File: src/rtl/ram_bit_collector_if.sv
// Serial-bit input and RAM write port bundle for ram_bit_collector.
// The collector attaches through the slave modport.
// The producer / RAM side attaches through the master modport.
interface ram_bit_collector_if #(
    parameter int DATA_WIDTH = 16,
    parameter int SEL_WIDTH  = 4,
    parameter int ADDR_WIDTH = 8
);
    logic                  in_bit;
    logic                  in_valid;
    logic                  in_ready;
    logic                  flush;
    logic                  ram_we;
    logic                  ram_ready;
    logic [ADDR_WIDTH-1:0] ram_addr;
    logic [DATA_WIDTH-1:0] ram_wdata;
    logic [DATA_WIDTH-1:0] ram_wmask;
    logic [SEL_WIDTH-1:0]  bit_pos;
    logic                  wrapped;

    modport master (
        output in_bit, in_valid, flush, ram_ready,
        input  in_ready, ram_we, ram_addr, ram_wdata, ram_wmask, bit_pos, wrapped
    );

    modport slave (
        input  in_bit, in_valid, flush, ram_ready,
        output in_ready, ram_we, ram_addr, ram_wdata, ram_wmask, bit_pos, wrapped
    );
endinterface

File: src/rtl/ram_bit_collector.sv
// Serial bit collector feeding a RAM write port.
// Bits are packed LSB first at index bit_pos, which is the same indexing the
// per-bit read multiplexer uses. A completed word, or a flushed partial word,
// is written at an auto-incrementing address together with a fill mask.
module ram_bit_collector #(
    parameter int DATA_WIDTH = 16,
    parameter int SEL_WIDTH  = 4,
    parameter int ADDR_WIDTH = 8
) (
    input  logic                  clk,
    input  logic                  rst_n,
    ram_bit_collector_if.slave    bus
);

    typedef enum logic [0:0] {
        FILL  = 1'b0,
        WRITE = 1'b1
    } state_t;

    localparam logic [SEL_WIDTH-1:0]  LAST_POS = SEL_WIDTH'(DATA_WIDTH - 1);
    localparam logic [ADDR_WIDTH-1:0] ADDR_MAX = '1;

    state_t                state_q;
    state_t                state_d;
    logic [SEL_WIDTH-1:0]  bit_pos_q;
    logic [SEL_WIDTH-1:0]  bit_pos_d;
    logic [ADDR_WIDTH-1:0] addr_q;
    logic [ADDR_WIDTH-1:0] addr_d;
    logic [DATA_WIDTH-1:0] wdata_q;
    logic [DATA_WIDTH-1:0] wdata_d;
    logic [DATA_WIDTH-1:0] wmask_q;
    logic [DATA_WIDTH-1:0] wmask_d;
    logic                  wrapped_q;
    logic                  wrapped_d;
    logic                  ready_int;
    logic                  accept;

    // Ready only depends on state and reset, never on the incoming bit.
    assign ready_int = rst_n && (state_q == FILL);
    assign accept    = bus.in_valid && ready_int;

    // State register.
    always_ff @(posedge clk or negedge rst_n) begin
        if (!rst_n) begin
            state_q <= FILL;
        end else begin
            state_q <= state_d;
        end
    end

    // Next-state and next-datapath computation.
    always_comb begin
        state_d   = state_q;
        bit_pos_d = bit_pos_q;
        addr_d    = addr_q;
        wdata_d   = wdata_q;
        wmask_d   = wmask_q;
        wrapped_d = 1'b0;
        unique case (state_q)
            FILL: begin
                if (accept) begin
                    // A flush arriving with a bit includes that bit first; if
                    // the bit completes the word the flush is simply absorbed.
                    wdata_d[bit_pos_q] = bus.in_bit;
                    wmask_d[bit_pos_q] = 1'b1;
                    bit_pos_d          = bit_pos_q + SEL_WIDTH'(1);
                    if ((bit_pos_q == LAST_POS) || bus.flush) begin
                        state_d = WRITE;
                    end
                end else if (bus.flush && (bit_pos_q != '0)) begin
                    state_d = WRITE;
                end
            end
            WRITE: begin
                if (bus.ram_ready) begin
                    state_d   = FILL;
                    bit_pos_d = '0;
                    wdata_d   = '0;
                    wmask_d   = '0;
                    addr_d    = addr_q + ADDR_WIDTH'(1);
                    wrapped_d = (addr_q == ADDR_MAX);
                end
            end
            default: begin
                state_d = FILL;
            end
        endcase
    end

    // Datapath registers; a partial word is dropped on reset.
    always_ff @(posedge clk or negedge rst_n) begin
        if (!rst_n) begin
            bit_pos_q <= '0;
            addr_q    <= '0;
            wdata_q   <= '0;
            wmask_q   <= '0;
            wrapped_q <= 1'b0;
        end else begin
            bit_pos_q <= bit_pos_d;
            addr_q    <= addr_d;
            wdata_q   <= wdata_d;
            wmask_q   <= wmask_d;
            wrapped_q <= wrapped_d;
        end
    end

    assign bus.in_ready  = ready_int;
    assign bus.ram_we    = (state_q == WRITE);
    assign bus.ram_addr  = addr_q;
    assign bus.ram_wdata = wdata_q;
    assign bus.ram_wmask = wmask_q;
    assign bus.bit_pos   = bit_pos_q;
    assign bus.wrapped   = wrapped_q;

endmodule

File: src/flat_wrapper.sv
// flat-port wrapper written by rule: the top's interface ports become plain ports
module ram_bit_collector_flat 
#(
    parameter int DATA_WIDTH = 16,
    parameter int SEL_WIDTH  = 4,
    parameter int ADDR_WIDTH = 8
)
  (clk, rst_n, bus_in_bit, bus_in_valid, bus_flush, bus_ram_ready, bus_in_ready, bus_ram_we, bus_ram_addr, bus_ram_wdata, bus_ram_wmask, bus_bit_pos, bus_wrapped);
  ram_bit_collector_if #(.DATA_WIDTH(DATA_WIDTH), .SEL_WIDTH(SEL_WIDTH), .ADDR_WIDTH(ADDR_WIDTH)) bus_i ();
  input  logic clk;
  input  logic rst_n;
  input wire logic [$bits(bus_i.in_bit)-1:0] bus_in_bit;
  input wire logic [$bits(bus_i.in_valid)-1:0] bus_in_valid;
  input wire logic [$bits(bus_i.flush)-1:0] bus_flush;
  input wire logic [$bits(bus_i.ram_ready)-1:0] bus_ram_ready;
  output wire logic [$bits(bus_i.in_ready)-1:0] bus_in_ready;
  output wire logic [$bits(bus_i.ram_we)-1:0] bus_ram_we;
  output wire logic [$bits(bus_i.ram_addr)-1:0] bus_ram_addr;
  output wire logic [$bits(bus_i.ram_wdata)-1:0] bus_ram_wdata;
  output wire logic [$bits(bus_i.ram_wmask)-1:0] bus_ram_wmask;
  output wire logic [$bits(bus_i.bit_pos)-1:0] bus_bit_pos;
  output wire logic [$bits(bus_i.wrapped)-1:0] bus_wrapped;
  assign bus_i.in_bit = bus_in_bit;
  assign bus_i.in_valid = bus_in_valid;
  assign bus_i.flush = bus_flush;
  assign bus_i.ram_ready = bus_ram_ready;
  assign bus_in_ready = bus_i.in_ready;
  assign bus_ram_we = bus_i.ram_we;
  assign bus_ram_addr = bus_i.ram_addr;
  assign bus_ram_wdata = bus_i.ram_wdata;
  assign bus_ram_wmask = bus_i.ram_wmask;
  assign bus_bit_pos = bus_i.bit_pos;
  assign bus_wrapped = bus_i.wrapped;
  ram_bit_collector #(.DATA_WIDTH(DATA_WIDTH), .SEL_WIDTH(SEL_WIDTH), .ADDR_WIDTH(ADDR_WIDTH)) u_core (.clk(clk), .rst_n(rst_n), .bus(bus_i));
endmodule
File: config.mk
export PLATFORM = sky130hd
export DESIGN_NAME = ram_bit_collector_flat
export DESIGN_NICKNAME = d
export VERILOG_FILES = /design/src/rtl/ram_bit_collector_if.sv /design/src/rtl/ram_bit_collector.sv /design/src/flat_wrapper.sv
export SDC_FILE = /design/constraint.sdc
export NUM_CORES = 1
export LEC_CHECK = 0
export CORE_MARGIN = 2
export CORE_UTILIZATION = 52
export CTS_CLUSTER_DIAMETER = 40
export DETAILED_ROUTE_END_ITERATION = 7
export GPL_TIMING_DRIVEN = 0
export PLACE_DENSITY = 0.85
export SYNTH_ARGS = -nofsm -noshare
export SYNTH_HDL_FRONTEND = slang
export SYNTH_SLANG_ARGS = --single-unit
File: constraint.sdc
create_clock -name clk -period 3.7 [get_ports clk]
set_input_delay 0.74 -clock clk [delete_from_list [all_inputs] [get_ports clk]]
set_output_delay 0.74 -clock clk [all_outputs]
set_load 0.05 [all_outputs]
Word level (Yosys, flattened, before mapping) --
Cells that the tools add are included.
Storage, ports and cells: register bits after elaboration 46, input port bits 6, output and inout port bits 47, logic and storage cells 42
Cells by class: $add $sub $neg 2, $lt $le $gt $ge 2, equality and inequality tests 4, mux-type cells 18, bitwise gates (word level) 2, reduce and logical (&&, ||, !) cells 8
Operator list (number):
- $pmux W16 S2 | 2
- $mux W16 | 3
- $bwmux W16 | 1
- $or A16 B16 Y16 | 1
- $add A8 B1 Y8 const B | 1
- $eq A8 B8 Y1 const B | 1
- $mux W4 | 2
- $pmux W4 S2 | 1
- $mux W1 | 7
- $lt A4 B5 Y1 const B | 1
- $add A4 B1 Y4 const B | 1
- $demux W1 S4 | 1
- $eq A4 B4 Y1 const B | 1
- $ge A4 B1 Y1 const B | 1
- $logic_and A1 B1 Y1 | 4
- $reduce_and A2 Y1 | 2
- $reduce_bool A4 Y1 | 1
- $ne A2 B1 Y1 const B | 1
- $ne A2 B2 Y1 const B | 1
- $pmux W1 S2 | 1
- $logic_or A1 B1 Y1 | 1
- $not A1 Y1 | 1

Logic depth before layout (Yosys ltp) --
depth in word-level cells 7, gate-level depth with buffers 5, gate-level depth less buffers 5

Least setup slack after synthesis --
OpenSTA, ideal clock, no wires.
path kind reg2out, start point register u_core.state_q (netlist: u_core.bus.ram_we), end point output port bus_in_ready, arrival 1.119 ns, data required time 2.960 ns, path slack 1.841 ns, cell stages (with the launch flop) 3, buffers on the path 0, cells stage by stage dfrtp_1 > nand2b_1 > inv_1
Between the ends: longest elaborated chain between the ends 2
Ends and longest elaborated chain:
- start, declared | line ram_bit_collector.sv:23 | state_t state_q;
- start signal, assigned | line ram_bit_collector.sv:47 | state_q <= state_d;
- $not A1 Y1 | line ram_bit_collector.sv:39 | assign ready_int = rst_n && (state_q == FILL);
- $logic_and A1 B1 Y1 | line ram_bit_collector.sv:39
- end, declared | line flat_wrapper.sv:16 | output wire logic [$bits(bus_i.in_ready)-1:0] bus_in_ready;
No other way between the ends.

Worst setup path in the final report --
start point input port rst_n, end point output port bus_in_ready
Between the ends: longest elaborated chain between the ends 1
Ends and longest elaborated chain:
- start, declared | line flat_wrapper.sv:11 | input logic rst_n;
- $logic_and A1 B1 Y1 | line ram_bit_collector.sv:39
No other way between the ends.

==> qor.txt <==
status -> finished, final reports clean
YS warnings -> 0
WP data arrival -> 2.27 ns
synth top area cells -> dfrtp_1, mux2i_1, o21a_1
final wirelength -> 4.430 mm
Period Utilization, post-route -> 81.30%
routability cong. -> 0.8184
RSZ-0062 raised after global routing -> false
RR Endpoint -> u_core.bus.ram_wdata[12]$_DFFE_PN0P_
critical path capture point type -> output port
CTS H-tree lvls -> 2
vias post-DR -> 1502
critical path's largest stage delay -> 0.79 ns
Row Count -> 22
iteration count of the initial detailed-routing pass -> 4
Clock Tree Root -> clkbuf_8
Slew Viols, Final -> 0
DP Wirelength -> 3.190 mm
clock slew at reported path FFs -> 0.08 ns
CP Launch Type -> primary input
hold buffer count at CTS -> 0
Worst Skew -> 0.004923 ns
vias in the first global route -> 1486
initial antenna violation count -> 0
first-pass GRT wire length -> 7.334 mm
Netlist cell types -> 30
Pleak -> 1.202 nW
Min-Delay Path Class -> primary input to async pin
Slew @ Worst Pin -> 0.5204 ns
Syn Inst Count -> 180
Post-CTS Repair Setup Buffers -> 0
Seq/Total Area, Yosys -> 56.72%
Achievable Freq -> 0.3324 GHz
CP max FO -> 41
CTS tree -> built
Crit-path slowest cell -> clkdlybuf4s50_1
crit path kind -> primary input to output port
area of the core -> 3716 um2
Post-Syn Nets -> 191
Clock Sinks -> 46
Remaining DRCs -> 0
Antenna Cells -> 0
Final Hold Fails -> 0
max_cap viols -> 0
share of cells above drive strength 1 -> 8.750%
final core utilization -> 72.76%
Initial Util -> 54.61%
Post-Syn Area -> 2029 um2
R2R setup slack -> 2.11 ns
PortBufs -> 52
I/O pin count -> 53
CTS buffer count -> 5
P&R area growth vs syn -> 33.23%
Synth Register Bits -> 46
RR Startpoint -> u_core.bus.bit_pos[0]$_DFFE_PN0P_
final setup fails -> 0
PD cells -> 631.2 nW/um2
Layout Nets -> 251
Reg2Reg Depth -> 5
Final Critical Period -> 3.008 ns
1st-iter DRT viols -> 124
drt wl/cell -> 15.38 um
clock tree buffer depth -> 2
required time worst endpoint -> 2.96 ns
Post-CTS Resized -> 0
Worst-Skew Late Latency -> 0.29 ns
cells along the critical path -> buf_2 -> buf_12 -> nand2b_1 -> inv_1 -> clkdlybuf4s50_1
top cell type's share of synthesized area -> 56.72%
Die W -> 66.47 um
Peak VDD IR -> 364.2 uV
global route total overflow -> 0
overall die height -> 66.47 um
Total Power -> 1.707 mW
Antenna Nets Post-Route -> 0
Total GRT Usage -> 22.52%
largest net degree at the start of global routing -> 42
Mean Syn Cell Area -> 11.27 um2
Slew headroom -> 65.20%
Synth area leader -> dfrtp_1
Die ar. -> 4418 um2
vias per inst -> 5.215
[power by group]
part           internal [mW]  switching [mW]
logic                  0.258           0.498
registers              0.583          0.0808
clock network          0.127           0.160
total                  0.968           0.739
[critical path: cells and delay by family]
kind,cells,cell delay [ns]
buf+inv,4,1.41
simple gates,1,0.11
[flip-flops by register name, summed over array words and instances (netlist names)]
signal                count
u_core.bus.bit_pos        4
u_core.bus.ram_addr       8
u_core.bus.ram_wdata     16
u_core.bus.ram_we         1
u_core.bus.ram_wmask     16
u_core.bus.wrapped        1
[kinds of logic after synthesis]
kind of cell    share of synthesized area [%]
buf+inv                                 3.144
fa+ha+maj                               3.083
simple gates                            16.77
compound gates                          8.508
xor+xnor                                3.884
mux                                     7.891
flops                                   56.72
[synthesized netlist by cell type (all sizes together)]
cell type	instances
o21bai	1
nor2	15
nor3	6
xnor2	6
o221ai	1
mux2i	16
nand2b	3
nand4b	4
or3	1
dfrtp	46
nor2b	1
nand2	27
a31o	1
o31ai	1
xor2	3
o21a	16
and4	1
clkbuf	1
nand3	2
buf	6
a21oi	1
nor4	1
ha	5
nand4	3
inv	8
and2	1
o21ai	3
[metrics by stage]
| step | cells | setup slack (ns) | hold slack [ns] | TNS (ns) | instance area (um2) |
|---|---|---|---|---|---|
| after floorplan | 180 | 1.841 | 0.4444 | 0 | 2029 |
| after global placement | 280 | -1.067 | 0.4761 | -9.182 | 2610 |
| after detailed placement | 281 | 0.6602 | 0.4830 | 0 | 2625 |
| after CTS | 288 | 0.6568 | 0.3268 | 0 | 2704 |
| after global routing | 288 | 0.5438 | 0.3265 | 0 | 2704 |
| final | 288 | 0.6918 | 0.3207 | 0 | 2704 |
[how the worst max path moves through the flow]
| stage | start | end | slack (ns) | cells past startpoint |
|---|---|---|---|---|
| after detailed placement | rst_n | bus_in_ready | 0.66 | 5 |
| after floorplan | u_core.bus.ram_we$_DFF_PN0_ | bus_in_ready | 1.84 | 2 |
| final | rst_n | bus_in_ready | 0.69 | 5 |
| after global placement | rst_n | bus_in_ready | -1.07 | 4 |
| after global routing | rst_n | bus_in_ready | 0.54 | 5 |
| after CTS | rst_n | bus_in_ready | 0.66 | 5 |
[layout make-up]
cell class,instances,area (um2)
Fill cell,284,1012
Clock inverter,2,10.01
Timing Repair Buffer,53,535.5
Buffer,7,33.78
Sequential cell,46,1151
Multi-Input combinational cell,119,814.5
Inverter,8,30.03
Tap cell,48,60.06
Clock buffer,5,68.82
[placed cells by master (no fill, tap or decap), types with 2 or more instances in the layout]
cell type        synthesis  final
nor3_2                   3      3
clkinv_2                 0      2
nor3_1                   3      3
ha_1                     5      5
xor2_1                   3      3
nand4_1                  3      3
nor2_1                  15     15
nand2b_1                 3      3
mux2i_1                 16     16
xnor2_1                  6      6
o21a_1                  16     16
buf_2                    6      7
dfrtp_1                 46     46
o21ai_0                  3      3
nand4b_1                 2      2
clkdlybuf4s50_1          0     51
nand3_1                  2      2
nand2_1                 27     27
inv_1                    8      8
clkbuf_8                 0      5
[layer usage]
| metal | track usage, % | part of all wire [%] | vias to the layer above |
|---|---|---|---|
| met5 | 0 | 0 | - |
| met4 | 6.888 | 1.1 | 0 |
| met3 | 6.419 | 5.7 | 6 |
| met2 | 35.75 | 47 | 49 |
| met1 | 30.07 | 47 | 724 |
| li1 | - | - | 723 |
Power figures use the tool's default switching activity.
